File: src/rtl/vga_timing_gen_if.sv
`default_nettype none
// ============================================================================
// Module   : vga_timing_gen_if
// Purpose  : Bundle of raster timing signals between the timing generator and
//            its consumers (drawing, collision, video output).
// Signals  : pixEn      - pixel tick into the generator
//            HControl   - horizontal position (CW bits)
//            VControl   - vertical position (CW bits)
//            hsync      - horizontal sync, polarity set by the generator
//            vsync      - vertical sync, polarity set by the generator
//            videoOn    - position is inside the visible area
//            lineStart  - one-cycle strobe, HControl just became 0
//            frameStart - one-cycle strobe, position just became (0,0)
//            frameCount - completed-frame counter (8 bits, wraps)
// Modports : master = timing generator, slave = consumer / pixel-tick source
// Revision : 1.0 - initial release
// ============================================================================
interface vga_timing_gen_if #(
    parameter int CW = 10
);
    logic          pixEn;
    logic [CW-1:0] HControl;
    logic [CW-1:0] VControl;
    logic          hsync;
    logic          vsync;
    logic          videoOn;
    logic          lineStart;
    logic          frameStart;
    logic [7:0]    frameCount;

    modport master (
        input  pixEn,
        output HControl, VControl, hsync, vsync, videoOn,
               lineStart, frameStart, frameCount
    );

    modport slave (
        output pixEn,
        input  HControl, VControl, hsync, vsync, videoOn,
               lineStart, frameStart, frameCount
    );
endinterface
`default_nettype wire

File: src/rtl/vga_timing_gen.sv
`default_nettype none
// ============================================================================
// Module   : vga_timing_gen
// Purpose  : Parametrised raster timing generator. Produces horizontal and
//            vertical position counters, sync pulses, active-video flag,
//            line/frame strobes and a frame counter for any VGA-style mode.
//            Counters advance only on clock edges where pixEn is high, so the
//            block can run from the system clock with a pixel-rate tick.
// Ports    : normalCLK - system clock, all state on the rising edge
//            reset     - asynchronous, active-high, clears all state
//            vga       - vga_timing_gen_if.master (pixEn in, timing out)
// Revision : 1.0 - initial release
// ============================================================================
module vga_timing_gen #(
    parameter int H_ACTIVE  = 640,
    parameter int H_FP      = 16,
    parameter int H_SYNC    = 96,
    parameter int H_BP      = 48,
    parameter int V_ACTIVE  = 480,
    parameter int V_FP      = 10,
    parameter int V_SYNC    = 2,
    parameter int V_BP      = 33,
    parameter bit HSYNC_POL = 1'b0,
    parameter bit VSYNC_POL = 1'b0,
    parameter int CW        = 10
) (
    input  wire logic        normalCLK,
    input  wire logic        reset,
    vga_timing_gen_if.master vga
);

    localparam int c_H_TOTAL = H_ACTIVE + H_FP + H_SYNC + H_BP;
    localparam int c_V_TOTAL = V_ACTIVE + V_FP + V_SYNC + V_BP;

    localparam logic [CW-1:0] c_H_LAST     = CW'(c_H_TOTAL - 1);
    localparam logic [CW-1:0] c_V_LAST     = CW'(c_V_TOTAL - 1);
    localparam logic [CW-1:0] c_H_ACT      = CW'(H_ACTIVE);
    localparam logic [CW-1:0] c_V_ACT      = CW'(V_ACTIVE);
    localparam logic [CW-1:0] c_HS_FIRST   = CW'(H_ACTIVE + H_FP);
    localparam logic [CW-1:0] c_HS_LAST    = CW'(H_ACTIVE + H_FP + H_SYNC - 1);
    localparam logic [CW-1:0] c_VS_FIRST   = CW'(V_ACTIVE + V_FP);
    localparam logic [CW-1:0] c_VS_LAST    = CW'(V_ACTIVE + V_FP + V_SYNC - 1);

    // Reject modes whose totals do not fit the counters or have empty regions.
    generate
        if ((H_ACTIVE == 0) || (H_FP == 0) || (H_SYNC == 0) || (H_BP == 0) ||
            (V_ACTIVE == 0) || (V_FP == 0) || (V_SYNC == 0) || (V_BP == 0) ||
            (c_H_TOTAL > (1 << CW)) || (c_V_TOTAL > (1 << CW))) begin : g_param_error
            $error("vga_timing_gen: illegal timing parameters for CW=%0d", CW);
        end
    endgenerate

    logic [CW-1:0] r_h;
    logic [CW-1:0] r_v;
    logic          r_hsync;
    logic          r_vsync;
    logic          r_video;
    logic          r_line;
    logic          r_frame;
    logic [7:0]    r_fcnt;

    logic          w_h_wrap;
    logic          w_v_wrap;
    logic [CW-1:0] w_h_next;
    logic [CW-1:0] w_v_next;
    logic          w_hsync_next;
    logic          w_vsync_next;
    logic          w_video_next;

    assign w_h_wrap = (r_h == c_H_LAST);
    assign w_v_wrap = (r_v == c_V_LAST);
    assign w_h_next = w_h_wrap ? '0 : r_h + CW'(1);
    // Vertical position only moves on the horizontal wrap.
    assign w_v_next = w_h_wrap ? (w_v_wrap ? '0 : r_v + CW'(1)) : r_v;

    // Decode from the next position so the registered flags line up with
    // the registered counters in the same cycle.
    assign w_hsync_next = ((w_h_next >= c_HS_FIRST) && (w_h_next <= c_HS_LAST))
                          ? HSYNC_POL : ~HSYNC_POL;
    assign w_vsync_next = ((w_v_next >= c_VS_FIRST) && (w_v_next <= c_VS_LAST))
                          ? VSYNC_POL : ~VSYNC_POL;
    assign w_video_next = (w_h_next < c_H_ACT) && (w_v_next < c_V_ACT);

    always_ff @(posedge normalCLK or posedge reset) begin
        if (reset) begin
            r_h     <= '0;
            r_v     <= '0;
            r_hsync <= ~HSYNC_POL;
            r_vsync <= ~VSYNC_POL;
            r_video <= 1'b1;
            r_line  <= 1'b0;
            r_frame <= 1'b0;
            r_fcnt  <= 8'd0;
        end else if (vga.pixEn) begin
            r_h     <= w_h_next;
            r_v     <= w_v_next;
            r_hsync <= w_hsync_next;
            r_vsync <= w_vsync_next;
            r_video <= w_video_next;
            r_line  <= w_h_wrap;
            r_frame <= w_h_wrap & w_v_wrap;
            // Counter steps together with the frameStart strobe it accompanies.
            if (w_h_wrap && w_v_wrap) begin
                r_fcnt <= r_fcnt + 8'd1;
            end
        end else begin
            // Strobes are a single system-clock cycle wide whatever pixEn does.
            r_line  <= 1'b0;
            r_frame <= 1'b0;
        end
    end

    assign vga.HControl   = r_h;
    assign vga.VControl   = r_v;
    assign vga.hsync      = r_hsync;
    assign vga.vsync      = r_vsync;
    assign vga.videoOn    = r_video;
    assign vga.lineStart  = r_line;
    assign vga.frameStart = r_frame;
    assign vga.frameCount = r_fcnt;

endmodule
`default_nettype wire

File: src/flat_wrapper.sv
// flat-port wrapper written by rule: the top's interface ports become plain ports
module vga_timing_gen_flat 
#(
    parameter int H_ACTIVE  = 640,
    parameter int H_FP      = 16,
    parameter int H_SYNC    = 96,
    parameter int H_BP      = 48,
    parameter int V_ACTIVE  = 480,
    parameter int V_FP      = 10,
    parameter int V_SYNC    = 2,
    parameter int V_BP      = 33,
    parameter bit HSYNC_POL = 1'b0,
    parameter bit VSYNC_POL = 1'b0,
    parameter int CW        = 10
)
  (normalCLK, reset, vga_pixEn, vga_HControl, vga_VControl, vga_hsync, vga_vsync, vga_videoOn, vga_lineStart, vga_frameStart, vga_frameCount);
  vga_timing_gen_if #(.CW(CW)) vga_i ();
  input  wire logic normalCLK;
  input  wire logic reset;
  input wire logic [$bits(vga_i.pixEn)-1:0] vga_pixEn;
  output wire logic [$bits(vga_i.HControl)-1:0] vga_HControl;
  output wire logic [$bits(vga_i.VControl)-1:0] vga_VControl;
  output wire logic [$bits(vga_i.hsync)-1:0] vga_hsync;
  output wire logic [$bits(vga_i.vsync)-1:0] vga_vsync;
  output wire logic [$bits(vga_i.videoOn)-1:0] vga_videoOn;
  output wire logic [$bits(vga_i.lineStart)-1:0] vga_lineStart;
  output wire logic [$bits(vga_i.frameStart)-1:0] vga_frameStart;
  output wire logic [$bits(vga_i.frameCount)-1:0] vga_frameCount;
  assign vga_i.pixEn = vga_pixEn;
  assign vga_HControl = vga_i.HControl;
  assign vga_VControl = vga_i.VControl;
  assign vga_hsync = vga_i.hsync;
  assign vga_vsync = vga_i.vsync;
  assign vga_videoOn = vga_i.videoOn;
  assign vga_lineStart = vga_i.lineStart;
  assign vga_frameStart = vga_i.frameStart;
  assign vga_frameCount = vga_i.frameCount;
  vga_timing_gen #(.H_ACTIVE(H_ACTIVE), .H_FP(H_FP), .H_SYNC(H_SYNC), .H_BP(H_BP), .V_ACTIVE(V_ACTIVE), .V_FP(V_FP), .V_SYNC(V_SYNC), .V_BP(V_BP), .HSYNC_POL(HSYNC_POL), .VSYNC_POL(VSYNC_POL), .CW(CW)) u_core (.normalCLK(normalCLK), .reset(reset), .vga(vga_i));
endmodule
File: config.mk
export PLATFORM = sky130hd
export DESIGN_NAME = vga_timing_gen_flat
export DESIGN_NICKNAME = d
export VERILOG_FILES = /design/src/rtl/vga_timing_gen_if.sv /design/src/rtl/vga_timing_gen.sv /design/src/flat_wrapper.sv
export SDC_FILE = /design/constraint.sdc
export NUM_CORES = 1
export LEC_CHECK = 0
export CORE_UTILIZATION = 45
export DETAILED_ROUTE_END_ITERATION = 10
export PLACE_DENSITY = 0.7
export SYNTH_ARGS = -nofsm -noshare
export SYNTH_HDL_FRONTEND = slang
export SYNTH_SLANG_ARGS = --single-unit
File: constraint.sdc
create_clock -name normalCLK -period 4.2 [get_ports normalCLK]
set_input_delay 1.05 -clock normalCLK [delete_from_list [all_inputs] [get_ports normalCLK]]
set_output_delay 1.05 -clock normalCLK [all_outputs]
set_load 0.02 [all_outputs]
# Word level (Yosys, flattened, before mapping)
# Cells that the tools add are included.
# Widths: inputs -> output; s select.
[op_classes] bitwise_logic=1 n_eq_ne=2 n_lt_le_gt_ge=6 n_mux=7 addsub=3 reduce_logical=5
[op_table] cell="$mux 10" n=3
[op_table] cell="$add 10x1->10 const B" n=2
[op_table] cell="$eq 10x10->1 const B" n=2
[op_table] cell="$ge 10x10->1 const B" n=1
[op_table] cell="$ge 10x9->1 const B" n=1
[op_table] cell="$le 10x10->1 const B" n=1
[op_table] cell="$le 10x9->1 const B" n=1
[op_table] cell="$lt 10x10->1 const B" n=1
[op_table] cell="$lt 10x9->1 const B" n=1
[op_table] cell="$add 8x1->8 const B" n=1
[op_table] cell="$logic_and 1x1->1" n=4
[op_table] cell="$mux 1" n=4
[op_table] cell="$reduce_and 2->1" n=1
[op_table] cell="$and 1x1->1" n=1
[word_totals] reg_bits=33 out_inout_bits=33 inputBits=3 wordCells=32

# Longest topological paths before layout
[logic_depth] ltp_word=6 ltp_mapped=9 ltp_nobuf=7

# Worst setup path after synthesis
# OpenSTA, ideal clock, no wires.
[synth_path] kind="register -> register" start="register u_core.r_h[1] (netlist: u_core.vga.HControl[1])" end="register u_core.r_v[8] (netlist: u_core.vga.VControl[8])" slack_ns=1.971 t_arrival_ns=2.099 period_less_slack_ns=2.229 path_stages_with_launch=9 setup_ns=0.130 t_required_ns=4.070 cell_sequence="dfrtp_1 ha_1 and4_1 clkbuf_1 and3_1 buf_6 nand2_4 or3_4 xnor2_2"
[synth_between] elab_chain_len=2
[synth_lines] item="start, declared" line_no="vga_timing_gen.sv:53" rtl="logic [CW-1:0] r_h;"
[synth_lines] item="start signal, assigned" line_no="vga_timing_gen.sv:95" rtl="r_h <= w_h_next;"
[synth_lines] item="$eq 10x10->1" line_no="vga_timing_gen.sv:70" rtl="assign w_h_wrap = (r_h == c_H_LAST);"
[synth_lines] item="$mux 10" line_no="vga_timing_gen.sv:74" rtl="assign w_v_next = w_h_wrap ? (w_v_wrap ? '0 : r_v + CW'(1)) : r_v;"
[synth_lines] item="end signal, assigned" line_no="vga_timing_gen.sv:96" rtl="r_v <= w_v_next;"
[synth_lines] item="end, declared" line_no="vga_timing_gen.sv:54" rtl="logic [CW-1:0] r_v;"
# No other way between the ends.
# A chain may end at the register's enable or synchronous reset.

# Worst setup path after layout
[layout_path] start="register u_core.r_h[9] (netlist: u_core.vga.HControl[9])" end="output port vga_HControl[9]"
[layout_rtl] item="end, declared" line_no="flat_wrapper.sv:21" rtl="output wire logic [$bits(vga_i.HControl)-1:0] vga_HControl;"
# No word-level cell between the ends.

==> metrics.cfg <==
[route]
initialDrtViolationCount = 136
num_vias = 1731
vias_per_cell = 5.71
avgRoutedWirePerCell_um = 14.7
drc_errors = 0
antenna_left = 0
dr.pass1.iters = 4
drt-total-wl_um = 4460

[yosys]
synth_cells = 220
synth-seq-cells = 33
yosysSeqAreaShare_pct = 40.4
synth_top_cell_by_area = dfrtp_1
synthMostInstantiatedCell = dfrtp_1
synth_edf_count = 0
synth.top_cell.area_share_pct = 36.5
async_reset_ff_share_pct = 100
syn-cell-area_um2 = 2050
synth_ff_type = dfrtp_1
yosys_warnings = 0
syn-num-nets = 228
avgSynthCellArea_um2 = 9.34
ys_types = 51
netlist_top_cells_area = dfrtp_1 37%, xnor2_1 4.7%, nand2_1 4.2%
synthTopCellsByCount = 30 x dfrtp_1, 23 x nand2_1, 15 x o21ai_0

[cts]
cts_root_buffer = clkbuf_8
clockBufferDepth = 2
post_cts_resize_count = 0
cts_buffers = 5
clk_pin_slew_ns = 0.07
post_cts_buffers = 0
cts_tree = yes
hold_buffers = 0
cts_sinks = 33
clock_latency_ns = 0.29
htreeDepth = 2

[finish]
syn2layout_area_growth_pct = 20.5
fin_cells = 303
final_cell_area_um2 = 2480
antenna_cells = 0
nFillCells = 410
drive_gt1_share_pct = 10.4
finalNetCount = 258

[worst_setup_path]
critPathRequiredTime_ns = 3.15
path_cells = clkdlybuf4s50_1
cp.depth = 1
cp-start-kind = flip-flop
end_kind = output port
cp_slowest_cell = clkdlybuf4s50_1
max_stage_delay_ns = 0.69
worst-setup-path-type = flip-flop to output port
crit_end = vga_HControl[9]
r2r-end = u_core.vga.VControl[6]
crit_family = buffers and inverters
critical_path.startpoint = u_core.vga.HControl[9]
critPathBufInv = 1
critPathArrivalTime_ns = 1.60
r2r_cells = 7
r2r_slack_ns = 1.75
cp_max_fo = 15
timing.rr.start = u_core.vga.HControl[1]

[sta]
rsz0062_at_grt = no
max_freq_mhz = 378
min_period_ns = 2.65
setup_violations = 0
worstMarginPinSlew_ns = 0.707
period_share_pct = 63.0
slew_viol_final = 0
fin_skew_ns = 0.0122
fin_setup_tns_ns = 0
slew_headroom_pct = 52.5
final_hold_viol_count = 0

[floorplan]
die_w_um = 69.6
initial_core_util_pct = 46.9
row_count = 24
die_y_um = 69.6
dieArea_um2 = 4840
ioPinCount = 36
coreArea_um2 = 4380

[global_route]
grt_usage_pct = 19.3
grt_remaining_overflow = 0
grt_max_degree = 22
grt_pass1_wl_um = 7460
first_global_vias = 1564
antenna_found_initial = 0

[min_path]
min_path_type = flip-flop to flip-flop
min-delay-start = u_core.vga.frameCount[7]

[power_and_ir_drop]
power.density_nw_per_um2 = 338
p_leak_nw = 1.02
peakVddDrop_v = 0.000182

[placed_design]
dpl-instance-area_um2 = 2390
hpwl_um = 3190
dp_cells = 295
io_buffers = 35
gp_congestion = 0.873

[status]
status = finished clean

[flow_run]
max_cap_viol_count = 0

==> worst min path at each step <==
stage / end / slack [ns] / cells after the start
2_1_floorplan: u_core.vga.hsync / 0.52 / 2
3_3_place_gp: u_core.vga.frameCount[7] / 0.47 / 1
3_5_place_dp: u_core.vga.frameCount[7] / 0.47 / 1
4_1_cts: u_core.vga.frameCount[7] / 0.48 / 1
5_1_grt: u_core.vga.frameCount[7] / 0.49 / 1
6_report: u_core.vga.frameCount[7] / 0.48 / 1
==> report_power, final <==
part	leakage, nW	switching, mW	internal [mW]	total (mW)
clock network	0.0450	0.118	0.115	0.232
registers	0.430	0.0720	0.348	0.420
logic	0.544	0.0938	0.0909	0.185
==> per-stage QoR <==
| step | total power, mW | worst slack, ns | utilization [%] | hold slack [ns] |
|---|---|---|---|---|
| after floorplan | 0.543 | 1.97 | - | 0.516 |
| after global placement | 0.607 | 1.44 | 54.6 | 0.467 |
| after detailed placement | 0.611 | 1.36 | 54.6 | 0.470 |
| after CTS | 0.845 | 1.55 | 56.5 | 0.483 |
| after global routing | 0.879 | 1.48 | 56.5 | 0.494 |
| final | 0.837 | 1.55 | 56.5 | 0.476 |
==> flip-flops by register name (all words and copies together), names as in the netlist <==
signal                 cells
u_core.vga.frameCount      8
u_core.vga.hsync           1
u_core.vga.lineStart       1
u_core.vga.videoOn         1
u_core.vga.VControl       10
u_core.vga.vsync           1
u_core.vga.HControl       10
u_core.vga.frameStart      1
==> final cells by class <==
| cell class | instances | area, µm² | area share (%) |
|---|---|---|---|
| inverters | 7 | 26.3 | 1.06 |
| multi-input cells | 166 | 1110 | 44.7 |
| clock buffers | 6 | 72.6 | 2.93 |
| repair buffers | 37 | 365 | 14.8 |
| flip-flops and latches | 33 | 830 | 33.5 |
| well taps | 52 | 65.1 | 2.63 |
| clock inverters | 2 | 10.0 | 0.404 |
==> layer usage <==
| metal | vias up | part of all wire, % | GRT usage, % |
|---|---|---|---|
| li1 | 863 | - | - |
| met1 | 813 | 47 | 25.6 |
| met2 | 51 | 47 | 31.5 |
| met3 | 4 | 4.7 | 5.23 |
| met4 | 0 | 0.87 | 4.76 |
| met5 | - | 0 | 0 |
==> cells by family (layout without fill, tap and decap cells) <==
family / after synthesis / count (layout) / synth area share (%)
adders and majority gates: 5 / 5 / 3.05
and+or+nand+nor: 101 / 101 / 28.7
AOI/OAI and AO/OA: 39 / 39 / 12.2
xor gates and xnor gates: 14 / 14 / 6.33
DFF: 33 / 33 / 40.4
muxes: 7 / 7 / 3.65
buffers and inverters: 21 / 52 / 5.72
==> worst reg2reg max path, delay by kind of cell (launching register included) <==
family / cells / cell delay (ns)
buf+inv: 1 / 0.15
flops: 1 / 0.47
simple gates: 4 / 1.14
compound gates: 1 / 0.27
fa+ha+maj: 1 / 0.32
==> placed cells by master, fill, tap and decap left out, types with 3 or more instances in the layout <==
master	n
dfstp_2	3
ha_1	5
and2_1	4
dfrtp_1	30
o31ai_1	6
nor3_1	5
mux2i_1	3
nand3_1	12
mux2_2	4
clkbuf_8	5
nand2_1	23
or4_1	3
and4_1	4
a21oi_1	4
o21ai_0	15
and3_1	8
clkdlybuf4s50_1	35
a31oi_1	4
inv_1	7
nor2_1	12
xnor2_1	11
nand4_1	11
(Power assumes the default switching activity.)
